### src/rtl/imem_loader_pkg.sv
// Shared definitions for the boot-time instruction memory loader.
// Holds the loader state encoding, the frame start byte default and the frame layout.
package imem_loader_pkg;

   typedef enum logic [2:0] {
      IDLE,
      LEN0,
      LEN1,
      DATA,
      CSUM,
      DONE,
      ERR
   } state_t;

   localparam logic [7:0] SYNC_DEFAULT = 8'hA5;

   // Frame field order as it appears on the byte stream.
   typedef enum logic [2:0] {
      FLD_SYNC,
      FLD_LEN_LO,
      FLD_LEN_HI,
      FLD_PAYLOAD,
      FLD_CSUM
   } field_t;

   localparam int unsigned LEN_BYTES      = 2;
   localparam int unsigned BYTES_PER_WORD = 4;
   localparam int unsigned CSUM_BYTES     = 1;

   // A frame is rejected if it would write past the last imem word.
   function automatic logic len_oversize(input logic [15:0] n, input int unsigned addr_w);
      return {16'b0, n} > (32'd1 << addr_w);
   endfunction

endpackage

### src/rtl/imem_loader_word_assembler.sv
// Per-word byte assembler: places little-endian bytes into lanes and
// emits one registered imem write strobe when the fourth byte arrives.
module word_assembler
   import imem_loader_pkg::*;
#(
   parameter int unsigned ADDR_W = 11
) (
   input  logic              clk,
   input  logic              rst_n,
   input  logic              clr,
   input  logic              byte_en,
   input  logic [7:0]        byte_in,
   input  logic [ADDR_W-1:0] addr,
   output logic              word_done,
   output logic              we,
   output logic [ADDR_W-1:0] waddr,
   output logic [31:0]       wdata
);

   logic [1:0]  lane;
   logic [23:0] low_bytes;

   assign word_done = byte_en && (lane == 2'(BYTES_PER_WORD - 1));

   always_ff @(posedge clk) begin
      if (!rst_n) begin
         lane      <= '0;
         low_bytes <= '0;
         we        <= 1'b0;
         waddr     <= '0;
         wdata     <= '0;
      end else begin
         we <= word_done;
         if (clr) begin
            lane <= '0;
         end else if (byte_en) begin
            lane <= lane + 2'd1;
            case (lane)
               2'd0:    low_bytes[7:0]   <= byte_in;
               2'd1:    low_bytes[15:8]  <= byte_in;
               2'd2:    low_bytes[23:16] <= byte_in;
               default: low_bytes        <= low_bytes;
            endcase
         end
         // The top byte goes straight into the write word so the strobe
         // can follow the fourth byte by exactly one cycle.
         if (word_done) begin
            wdata <= {byte_in, low_bytes};
            waddr <= addr;
         end
      end
   end

endmodule

### src/rtl/imem_loader.sv
// Boot-time imem writer: parses SYNC/LEN/payload/CSUM frames from a byte
// stream, writes words from address 0 and releases the CPU on a good checksum.
module imem_loader
   import imem_loader_pkg::*;
#(
   parameter int unsigned ADDR_W = 11,
   parameter logic [7:0]  SYNC   = SYNC_DEFAULT
) (
   input  logic              clk,
   input  logic              rst_n,
   input  logic [7:0]        in_data,
   input  logic              in_valid,
   output logic              in_ready,
   output logic              imem_we,
   output logic [ADDR_W-1:0] imem_waddr,
   output logic [31:0]       imem_wdata,
   output logic              cpu_rst,
   output logic              done,
   output logic              error
);

   state_t            state, state_nxt;
   logic [7:0]        len_lo;
   logic [15:0]       len;
   logic [15:0]       len_rx;
   logic [ADDR_W-1:0] addr;
   logic [7:0]        acc;
   logic              accept;
   logic              start;
   logic              data_en;
   logic              word_done;
   logic              last_word;

   assign in_ready  = 1'b1;
   assign accept    = in_valid && in_ready;
   assign start     = accept && (in_data == SYNC) &&
                      ((state == IDLE) || (state == DONE) || (state == ERR));
   assign data_en   = accept && (state == DATA);
   assign len_rx    = {in_data, len_lo};
   // len is bounded to 2**ADDR_W, so its low bits minus one name the last word.
   assign last_word = word_done && (addr == ADDR_W'(len - 16'd1));

   word_assembler #(
      .ADDR_W (ADDR_W)
   ) u_asm (
      .clk       (clk),
      .rst_n     (rst_n),
      .clr       (start),
      .byte_en   (data_en),
      .byte_in   (in_data),
      .addr      (addr),
      .word_done (word_done),
      .we        (imem_we),
      .waddr     (imem_waddr),
      .wdata     (imem_wdata)
   );

   always_comb begin
      state_nxt = state;
      case (state)
         IDLE, DONE, ERR: if (start) state_nxt = LEN0;
         LEN0:            if (accept) state_nxt = LEN1;
         LEN1: begin
            if (accept) begin
               if (len_oversize(len_rx, ADDR_W)) state_nxt = ERR;
               else if (len_rx == 16'd0)         state_nxt = CSUM;
               else                              state_nxt = DATA;
            end
         end
         DATA:            if (last_word) state_nxt = CSUM;
         CSUM:            if (accept) state_nxt = (in_data == acc) ? DONE : ERR;
         default:         state_nxt = IDLE;
      endcase
   end

   always_ff @(posedge clk) begin
      if (!rst_n) begin
         state   <= IDLE;
         len_lo  <= '0;
         len     <= '0;
         addr    <= '0;
         acc     <= '0;
         cpu_rst <= 1'b1;
         done    <= 1'b0;
         error   <= 1'b0;
      end else begin
         state   <= state_nxt;
         cpu_rst <= (state_nxt != DONE);
         done    <= (state_nxt == DONE);
         error   <= (state_nxt == ERR);
         if (start) begin
            acc  <= '0;
            addr <= '0;
            len  <= '0;
         end
         if (accept && (state == LEN0)) len_lo <= in_data;
         if (accept && (state == LEN1)) len <= len_rx;
         if (data_en)   acc  <= acc ^ in_data;
         if (word_done) addr <= addr + 1'b1;
      end
   end

endmodule

### config.mk
export PLATFORM = sky130hd
export DESIGN_NAME = imem_loader
export DESIGN_NICKNAME = d
export VERILOG_FILES = /design/src/rtl/imem_loader_pkg.sv /design/src/rtl/imem_loader_word_assembler.sv /design/src/rtl/imem_loader.sv
export SDC_FILE = /design/constraint.sdc
export NUM_CORES = 1
export LEC_CHECK = 0
export CAP_MARGIN = 20
export CORE_MARGIN = 10
export CORE_UTILIZATION = 35
export CTS_CLUSTER_SIZE = 16
export DETAILED_ROUTE_END_ITERATION = 16
export MAX_ROUTING_LAYER = met4
export PLACE_DENSITY_LB_ADDON = 0.05
export SLEW_MARGIN = 20
export SYNTH_ARGS = -nofsm -noshare
export SYNTH_HDL_FRONTEND = slang
export SYNTH_HIERARCHICAL = 1
export SYNTH_SLANG_ARGS = --single-unit
### constraint.sdc
create_clock -name clk -period 3.7 [get_ports clk]
set_clock_uncertainty 0.05 [all_clocks]
set_input_delay 0.925 -clock clk [delete_from_list [all_inputs] [get_ports clk]]
set_output_delay 0.925 -clock clk [all_outputs]
set_load 0.005 [all_outputs]
==> run_results.csv <==
group,metric,value,unit
logic_synthesis,synth_edf_count,0,
setup_path,worst_ep_arrival_time,3.24,ns
setup_path,crit_family,"simple AND/OR/NAND/NOR gates",
logic_synthesis,synth_fp_nets,644,
logic_synthesis,ys_seq_area_share,41.73,%
clock_network,clock_latency,0.42,ns
detailed_routing,first_iter_violations,309,
die,die_width,145,um
die,dieHeight,145,um
setup_path,crit_path_end_kind,"flop",
pwr,power_density,444.5,nW/um2
sta,setup_violations,0,
clock_network,cts_inserted_buffers,17,
setup_path,critPathBufInv,2,
placement,port_buffers,57,
run_status,status,"complete, no violations",
global_routing,grt_pass1_vias,4602,
logic_synthesis,synth_top_area_share,41.73,%
global_routing,antenna_found_initial,0,
logic_synthesis,yosysTopAreaCell,"dfxtp_1",
logic_synthesis,synth_area,5469,um2
clock_network,clock_sinks,114,
die,start_util,35.84,%
logic_synthesis,synth-seq-cells,114,
pwr,p_leak,2.469,nW
logic_synthesis,synth.top_cells.by_area,"dfxtp_1, a21bo_2, a21oi_1",
setup_path,crit_chain,"clkdlybuf4s50_1 -> or3b_4 -> nor4_4 -> o21ai_2 -> clkinv_2 -> nand3b_1 -> mux2i_1",
global_routing,gr-total-overflow,0,
sta,drv_slew,0,
job,drv_cap,0,
placement,place_hpwl,9947,um
detailed_routing,antenna_left,0,
clock_network,ctsHoldBuffers,0,
sta,finalCritPeriodShare,79.62,%
finish,drive_above_1_share,15.98,%
setup_path,worstPathRequired,3.99,ns
min_path,min-delay-path-class,"reg -> reg",
setup_path,slowest_stage,"clkdlybuf4s50_1",
finish,syn2layout_area_growth,23.88,%
placement,place_congestion,0.8125,
die,core_area,15260,um2
clock_network,cts_setup_buffers,0,
clock_network,tritoncts,"yes",
clock_network,clk_path_buf_depth,2,
global_routing,grt_max_degree,102,
die,rows,45,
finish,final_cell_mix,"dfxtp_1, a21oi_1, nand2_1, nand3_1, clkdlybuf4s50_1",
sta,max_freq,339.4,MHz
logic_synthesis,syn_avg_cell_area,8.722,um2
finish,final_cell_area,6775,um2
placement,place_area,6153,um2
detailed_routing,routed_via_density,5.170,
global_routing,grt_pass1_wl,24280,um
die,dieArea,21030,um2
clock_network,cts_resized,0,
logic_synthesis,ys_types,59,
logic_synthesis,synth_top_flop_cell,"dfxtp_1",
die,ioPinCount,59,
detailed_routing,drt_wl_total,14760,um
sta,slew_headroom,39.53,%
detailed_routing,wl_per_cell,16.52,um
finish,fin_nets,686,
clock_network,clk_pin_slew,0.06,ns
clock_network,cts-root-buf,"clkbuf_16",
setup_path,slowest_delay,0.60,ns
global_routing,grt_use_total,14.36,%
logic_synthesis,synthArstFlopShare,0,%
pwr,ir_drop,326.4,uV
logic_synthesis,yosys_warnings,6,
detailed_routing,first_pass_iters,4,
detailed_routing,drc_errors,0,
sta,min_period,2.946,ns
finish,antenna_cells,0,
pwr,total_power,3.012,mW
finish,post-route-util,44.40,%
detailed_routing,num_vias,4617,
sta,rsz0062_at_grt,"no",
setup_path,start_kind,"input port",
sta,hold_viol,0,
clock_network,h-tree-depth,4,
sta,fin_setup_tns,0,ns
finish,final_common_cell,"dfxtp_1",
logic_synthesis,netlist_instances,627,
setup_path,worstSetupPathType,"in -> reg",
setup_path,worstPathMaxFanout,9,
sta,tightest_slew,0.9070,ns
cells in the mapped netlist, drive strengths merged, types with 10 or more instances:
| cell type | n |
|---|---|
| clkbuf | 19 |
| inv | 10 |
| buf | 31 |
| dfxtp | 114 |
| xnor2 | 13 |
| nand3b | 14 |
| a21bo | 43 |
| nand2 | 70 |
| mux2i | 26 |
| o21ai | 20 |
| a21oi | 82 |
| nand3 | 63 |
| nor2 | 24 |
through the flow:
stage	cells	setup WS [ns]	hold slack, ns
floorplan	627	0.8795	0.3850
CTS	893	0.7413	0.4113
detailed placement	861	0.3261	0.4020
global placement	861	0.4087	0.4001
finish	893	0.7540	0.4114
global route	893	0.6409	0.4314
cell type report:
class | count | area (um2)
tap | 211 | 264.0
timing repair buffer | 73 | 703.2
fill | 1523 | 8483
clock buffer | 21 | 470.5
clock inverter | 11 | 151.4
sequential | 114 | 2282
multi-input combinational | 450 | 2854
inverter | 13 | 50.05
power by group:
part           internal [mW]  leakage (nW)  switching, mW
combinational         0.0247          1.25         0.0540
clock                   1.12         0.304          0.589
sequential              1.23         0.918       0.000101
total                   2.37          2.47          0.643
per-layer routing:
metal / global-route usage, % / wire [um]
met5: - / 0
met4: 6.639 / 359
met3: 3.788 / 668
met2: 21.23 / 6526
met1: 17.90 / 7202
path summary, 6_finish.rpt:
| check | from | endpoint | slack [ns] | cells past startpoint |
|---|---|---|---|---|
| worst max-delay path | in_data[1] | u_asm/low_bytes[22]$_SDFFE_PN0P_ | 0.75 | 7 |
| worst min-delay path | u_asm/low_bytes[13]$_SDFFE_PN0P_ | u_asm/low_bytes[13]$_SDFFE_PN0P_ | 0.41 | 2 |
| worst max register to register | state[0]$_SDFF_PN0_ | u_asm/low_bytes[22]$_SDFFE_PN0P_ | 1.25 | 7 |
| worst min register to register | u_asm/low_bytes[13]$_SDFFE_PN0P_ | u_asm/low_bytes[13]$_SDFFE_PN0P_ | 0.41 | 2 |
worst min-delay path, cell delays in order (launching register included):
cell and delay [ns]:
dfxtp_1 0.31, nand2_1 0.05, mux2i_1 0.05
flip-flops by register name, indices dropped and copies added, names as in the netlist, 3 cells and up:
register and count:
len_lo 8, len 11, u_asm/low_bytes 24, u_asm/wdata 32
state 3, addr 11, u_asm/waddr 11, acc 8
kinds of logic after synthesis:
family	after synthesis	share of synthesized area, %
flip-flops	114	41.73
adder cells (fa/ha/maj)	7	1.556
other	1	0.06857
AO/OA/AOI/OAI	165	20.41
multiplexers	26	4.759
AND/OR/NAND/NOR	229	21.83
XOR/XNOR	22	3.523
buffers and inverters	63	6.131
Power figures use the tool's default switching activity.
